==> src/rtl/common_pkg.sv <==
// Shared NoC endpoint definitions: default widths, credit/queue sizing
// and the {addr, data} packet layout used by injector and ejector.
package common_pkg;

  localparam int DEFAULT_A_W        = 8;
  localparam int DEFAULT_D_W        = 32;
  localparam int DEFAULT_CREDITS    = 4;
  localparam int DEFAULT_FIFO_DEPTH = 2;

  // Endpoints built with other widths keep the same field order,
  // packed as {addr, data} with addr in the upper bits.
  typedef struct packed {
    logic [DEFAULT_A_W-1:0] addr;
    logic [DEFAULT_D_W-1:0] data;
  } pkt_t;

  function automatic int vc_idx_w(input int n);
    return (n > 1) ? $clog2(n) : 1;
  endfunction

endpackage

==> src/rtl/noc_vc_fifo.sv <==
// Single-VC synchronous queue with head-of-line peek.
// Pointers carry a wrap bit to tell full from empty.
module noc_vc_fifo #(
  parameter int W     = 8,
  parameter int DEPTH = 2
) (
  input  logic         clk,
  input  logic         rst_n,
  input  logic         push,
  input  logic         pop,
  input  logic [W-1:0] din,
  output logic         full,
  output logic         empty,
  output logic [W-1:0] head
);

  localparam int AW = $clog2(DEPTH);

  logic [AW:0]  wr_ptr;
  logic [AW:0]  rd_ptr;
  logic [W-1:0] mem [DEPTH];

  assign empty = (wr_ptr == rd_ptr);
  assign full  = (wr_ptr[AW] != rd_ptr[AW]) &&
                 (wr_ptr[AW-1:0] == rd_ptr[AW-1:0]);
  assign head  = mem[rd_ptr[AW-1:0]];

  always_ff @(posedge clk or negedge rst_n) begin
    if (!rst_n) begin
      wr_ptr <= '0;
      rd_ptr <= '0;
    end else begin
      if (push && !full)
        wr_ptr <= wr_ptr + 1'b1;
      if (pop && !empty)
        rd_ptr <= rd_ptr + 1'b1;
    end
  end

  always_ff @(posedge clk) begin
    if (push && !full)
      mem[wr_ptr[AW-1:0]] <= din;
  end

endmodule

==> src/rtl/noc_credit_injector.sv <==
// Client-side credit-flow transmitter: per-VC queues, per-VC credit
// counters and a round-robin pick of one flit per cycle.
module noc_credit_injector
  import common_pkg::*;
#(
  parameter int VC_W       = 2,
  parameter int A_W        = DEFAULT_A_W,
  parameter int D_W        = DEFAULT_D_W,
  parameter int CREDITS    = DEFAULT_CREDITS,
  parameter int FIFO_DEPTH = DEFAULT_FIFO_DEPTH
) (
  input  logic                      clk,
  input  logic                      rst_n,
  input  logic                      client_valid,
  output logic                      client_ready,
  input  logic [vc_idx_w(VC_W)-1:0] client_vc,
  input  logic [A_W-1:0]            client_addr,
  input  logic [D_W-1:0]            client_data,
  output logic [VC_W-1:0]           credit_vc_target,
  output logic [A_W+D_W-1:0]        credit_packet,
  input  logic [VC_W-1:0]           credit_vc_credit_gnt,
  output logic                      credit_err
);

  localparam int VI_W = vc_idx_w(VC_W);
  localparam int CW   = $clog2(CREDITS + 1);
  localparam int P_W  = A_W + D_W;

  logic [VC_W-1:0] full;
  logic [VC_W-1:0] empty;
  logic [VC_W-1:0] push;
  logic [VC_W-1:0] pop;
  logic [VC_W-1:0] elig;
  logic [VC_W-1:0] ovf;
  logic [P_W-1:0]  head [VC_W];
  logic [CW-1:0]   cred [VC_W];
  logic [CW:0]     sum  [VC_W];
  logic [P_W-1:0]  din;
  logic [VI_W-1:0] ptr;
  logic [VI_W-1:0] win;
  logic            send;

  assign din          = {client_addr, client_data};
  assign client_ready = ~full[client_vc];

  for (genvar g = 0; g < VC_W; g++) begin : g_vc
    assign push[g] = client_valid && client_ready &&
                     (client_vc == VI_W'(g));
    assign pop[g]  = send && (win == VI_W'(g));
    assign elig[g] = ~empty[g] && (cred[g] != '0);

    noc_vc_fifo #(
      .W     (P_W),
      .DEPTH (FIFO_DEPTH)
    ) u_fifo (
      .clk   (clk),
      .rst_n (rst_n),
      .push  (push[g]),
      .pop   (pop[g]),
      .din   (din),
      .full  (full[g]),
      .empty (empty[g]),
      .head  (head[g])
    );

    // Send and return net out before the saturation check.
    assign sum[g] = {1'b0, cred[g]}
                  + (CW+1)'(credit_vc_credit_gnt[g])
                  - (CW+1)'(pop[g]);
    assign ovf[g] = (sum[g] > (CW+1)'(CREDITS));

    always_ff @(posedge clk or negedge rst_n) begin
      if (!rst_n)
        cred[g] <= CW'(CREDITS);
      else if (ovf[g])
        cred[g] <= CW'(CREDITS);
      else
        cred[g] <= sum[g][CW-1:0];
    end
  end

  // Walk downward so the eligible VC nearest the pointer wins.
  always_comb begin
    send = 1'b0;
    win  = '0;
    for (int i = VC_W - 1; i >= 0; i--) begin
      if (elig[(int'(ptr) + i) % VC_W]) begin
        send = 1'b1;
        win  = VI_W'((int'(ptr) + i) % VC_W);
      end
    end
  end

  always_ff @(posedge clk or negedge rst_n) begin
    if (!rst_n) begin
      credit_vc_target <= '0;
      credit_packet    <= '0;
      ptr              <= '0;
    end else begin
      credit_vc_target <= '0;
      if (send) begin
        credit_vc_target <= VC_W'(1) << win;
        credit_packet    <= head[win];
        ptr <= (int'(win) + 1 == VC_W) ? '0 : win + 1'b1;
      end
    end
  end

  always_ff @(posedge clk or negedge rst_n) begin
    if (!rst_n)
      credit_err <= 1'b0;
    else if (|ovf)
      credit_err <= 1'b1;
  end

endmodule

==> config.mk <==
export PLATFORM = sky130hd
export DESIGN_NAME = noc_credit_injector
export DESIGN_NICKNAME = d
export VERILOG_FILES = /design/src/rtl/common_pkg.sv /design/src/rtl/noc_vc_fifo.sv /design/src/rtl/noc_credit_injector.sv
export SDC_FILE = /design/constraint.sdc
export NUM_CORES = 1
export LEC_CHECK = 0
export BUFFER_PORTS_ARGS = -buffer_cell sky130_fd_sc_hd__buf_2
export CAP_MARGIN = 20
export CORE_MARGIN = 2
export CORE_UTILIZATION = 27
export DETAILED_ROUTE_END_ITERATION = 10
export GPL_TIMING_DRIVEN = 0
export PLACE_DENSITY = 0.53
export RECOVER_POWER = 50
export SKIP_CTS_REPAIR_TIMING = 1
export SYNTH_ARGS = -nofsm -noshare
export SYNTH_HDL_FRONTEND = slang
export SYNTH_SLANG_ARGS = --single-unit
export TNS_END_PERCENT = 1
==> constraint.sdc <==
create_clock -name clk -period 4.7 [get_ports clk]
set_clock_uncertainty 0.2 [all_clocks]
set_input_delay 0.47 -clock clk [delete_from_list [all_inputs] [get_ports clk]]
set_output_delay 0.47 -clock clk [all_outputs]
set_load 0.005 [all_outputs]
==> metrics.cfg <==
[sta]
hold_viol = 0
final.setup.tns_ps = 0
finalMaxSlewViolations = 0
rsz0062_at_grt = no
setup_viol = 0
period_needed_ps = 3761
fmax_ghz = 0.2659
worstMarginPinSlew_ps = 920.3
maxSlewHeadroom_pct = 38.65
fin_crit_sh_pct = 80.02

[cts]
htreeDepth = 1
numCtsBuffers = 25
cts.clk_slew.worst_paths_ps = 60
tritoncts = built
clk_path_buf_depth = 3
cts-root-buf = clkbuf_16
clk_latency_ps = 510
cts.sinks = 218

[yosys]
synth_area_leaders = edfxtp_1 (55%), dfrtp_1 (16%), o211ai_2 (5.3%)
ys_seq_area_share_pct = 71.52
ys_ff_latch = 218
yosys_warnings = 0
synth_cell_types = 38
synthCells = 529
synth_area_sq_um = 8751
yosys.area.top_type = edfxtp_1
avgSynthCellArea_sq_um = 16.54
synth.top_cell.area_share_pct = 54.90
synth_nets = 583

[global_route]
grt_usage_pct = 12.17
antenna_found_initial = 0
grt_pass1_wl_um = 30790
grt_pass1_vias = 5034
grt_start_max_net_pins = 58
gr-total-overflow = 0

[placement]
place_congestion = 0.6780
io_buffer_count = 89
hpwl_um = 12640

[power_and_ir_drop]
p_leak_nw = 4.028
power_density_nw_per_um2 = 764.1
ir_drop_mv = 0.3002

[routing]
wl_per_cell_um = 18.31
ant_nets = 0
vias = 4996
drcViolationCount = 0
drt_iter0_markers = 229
via_per_inst = 4.497
routed_wl_um = 20340
drt_first_pass_iters = 5

[status]
status = finished, final reports clean

[layout]
diodes = 0
drive_gt1_share_pct = 23.55
num-nets-final = 745
fin_util_pct = 34.49
final_cell_mix = edfxtp_1 (160), clkbuf_1 (85), nand3_1 (81), dfrtp_1 (56), dlygate4sd3_1 (41)
mostFrequentLayoutCell = edfxtp_1
synthToLayoutAreaGrowth_pct = 25.02

[setup_path]
slowest_stage = o21ai_1
setup.worst_path.class = flop to flop
required_ps = 4880
reg2reg_to = credit_err
cp_slowest_stage_delay_ps = 490
path_max_fanout = 10
worstPathBufferInverterCount = 4
worstSetupStartpointType = flop
crit_path_cell_trace = clkbuf_1 -> xor2_1 -> o21ai_1 -> a21o_1 -> buf_6 -> buf_6 -> xnor2_2 -> ha_1 -> inv_1 -> fa_1 -> xor2_1 -> o22ai_1 -> or4_1
arrival_ps = 3940
end_kind = flop
reg2reg_setup_slack_ps = 940
r2r-start = g_vc[1].u_fifo.rd_ptr[0]
ff2ff_path_depth = 13
cpLargestDelayFamily = buffers and inverters

[floorplanning]
core_sq_um = 31720
start_util_pct = 27.59
die_y_um = 184.0
core.rowCount = 65
io_pins = 90
die_x_um = 184.0
die_area_sq_um = 33870

[run]
cap_violations = 0

[min_path]
min_path_type = input pin to async pin

cells in the mapped netlist:
library cell  instances
mux2i_1              40
a21oi_1               3
or4_1                 1
nor3b_1               2
dfstp_2               2
o211ai_1              4
a21boi_0              1
clkbuf_1             23
inv_1                11
nand3_1              81
fa_1                  2
xnor2_1              10
edfxtp_1            160
a31oi_1               1
a21o_1                3
buf_6                 6
nor2b_1               3
xnor2_2               2
nand3b_1              1
xor2_1                9
nand2b_1              2
and3_1                2
o21a_1                1
ha_1                  6
nand4b_1              1
mux2_2               40
and2_1                1
a211oi_1              1
nor2_1                4
buf_2                 2
o211ai_2             37
dfrtp_1              56
or3_1                 2
o21ai_1               2
or2_2                 1
buf_1                 1
nand2_1               4
o22ai_1               1
kinds of logic (layout without fill, tap and decap cells):
group / Yosys count / count (layout) / share of synthesized area [%]
mux: 80 / 80 / 9.723
simple gates: 105 / 105 / 6.205
xor+xnor: 21 / 21 / 2.273
flops: 218 / 218 / 71.52
compound gates: 54 / 54 / 6.577
buf+inv: 43 / 223 / 2.388
fa+ha+maj: 8 / 8 / 1.315
worst max path at each step:
stage                             start                        end  slack (ps)  cells past startpoint
2_1_floorplan  g_vc[1].u_fifo.rd_ptr[0]   g_vc[1].u_fifo.mem[0][0]        1360                      4
3_3_place_gp   g_vc[1].u_fifo.rd_ptr[0]  g_vc[1].u_fifo.mem[0][14]        -600                      4
3_5_place_dp   g_vc[1].u_fifo.rd_ptr[0]                 credit_err        1100                     13
4_1_cts        g_vc[1].u_fifo.rd_ptr[0]                 credit_err        1080                     13
5_1_grt        g_vc[1].u_fifo.rd_ptr[0]                 credit_err         630                     13
6_report       g_vc[1].u_fifo.rd_ptr[0]                 credit_err         940                     13
per-stage QoR:
step	hold WS [ps]	total power, W	cells	setup slack, ps	area, sq um
finish	134.4	0.008359	1111	939.1	10940
global route	130.4	0.008967	1111	626.6	10940
detailed placement	68.63	0.006691	1025	1099	9826
floorplan	-25.59	0.005402	529	1364	8751
global placement	278.6	0.006604	1020	-597.4	9699
CTS	-468.2	0.008525	1070	1084	10600
worst register-to-register path, stage by stage, from the launching register on:
cell and delay, ps:
dfrtp_1 320, clkbuf_1 420, xor2_1 180, o21ai_1 490
a21o_1 150, buf_6 170, buf_6 200, xnor2_2 120
ha_1 180, inv_1 50, fa_1 370, xor2_1 270
o22ai_1 110, or4_1 400
layer usage:
layer / vias to the layer above / routed length [um] / track usage [%]
met3: 29 / 869 / 2.397
met5: - / 0 / 0
met1: 2537 / 9588 / 16.70
li1: 2344 / - / -
met4: 0 / 324 / 2.688
met2: 86 / 9555 / 19.95
layout make-up:
class	count	area, sq um
sequential	218	6259
tap	402	503.0
multi-input combinational	268	2300
buffer	32	165.2
inverter	11	41.29
clock inverter	7	58.81
clock buffer	38	714.4
fill	3121	20780
timing repair buffer	135	899.6
report_power, final:
group	switching, W	internal [W]	leakage, nW
Clock	0.000718	0.00109	0.376
Combinational	0.00222	0.00148	1.49
Sequential	0.000216	0.00263	2.16
registers in the layout, summed over array words and instances, names as in the netlist:
register            flops
g_vc.u_fifo.rd_ptr      4
g_vc.u_fifo.wr_ptr      4
cred                    6
ptr                     1
credit_err              1
g_vc.u_fifo.mem       160
credit_packet          40
credit_vc_target        2
No activity file was read; power rests on OpenSTA's default activity.
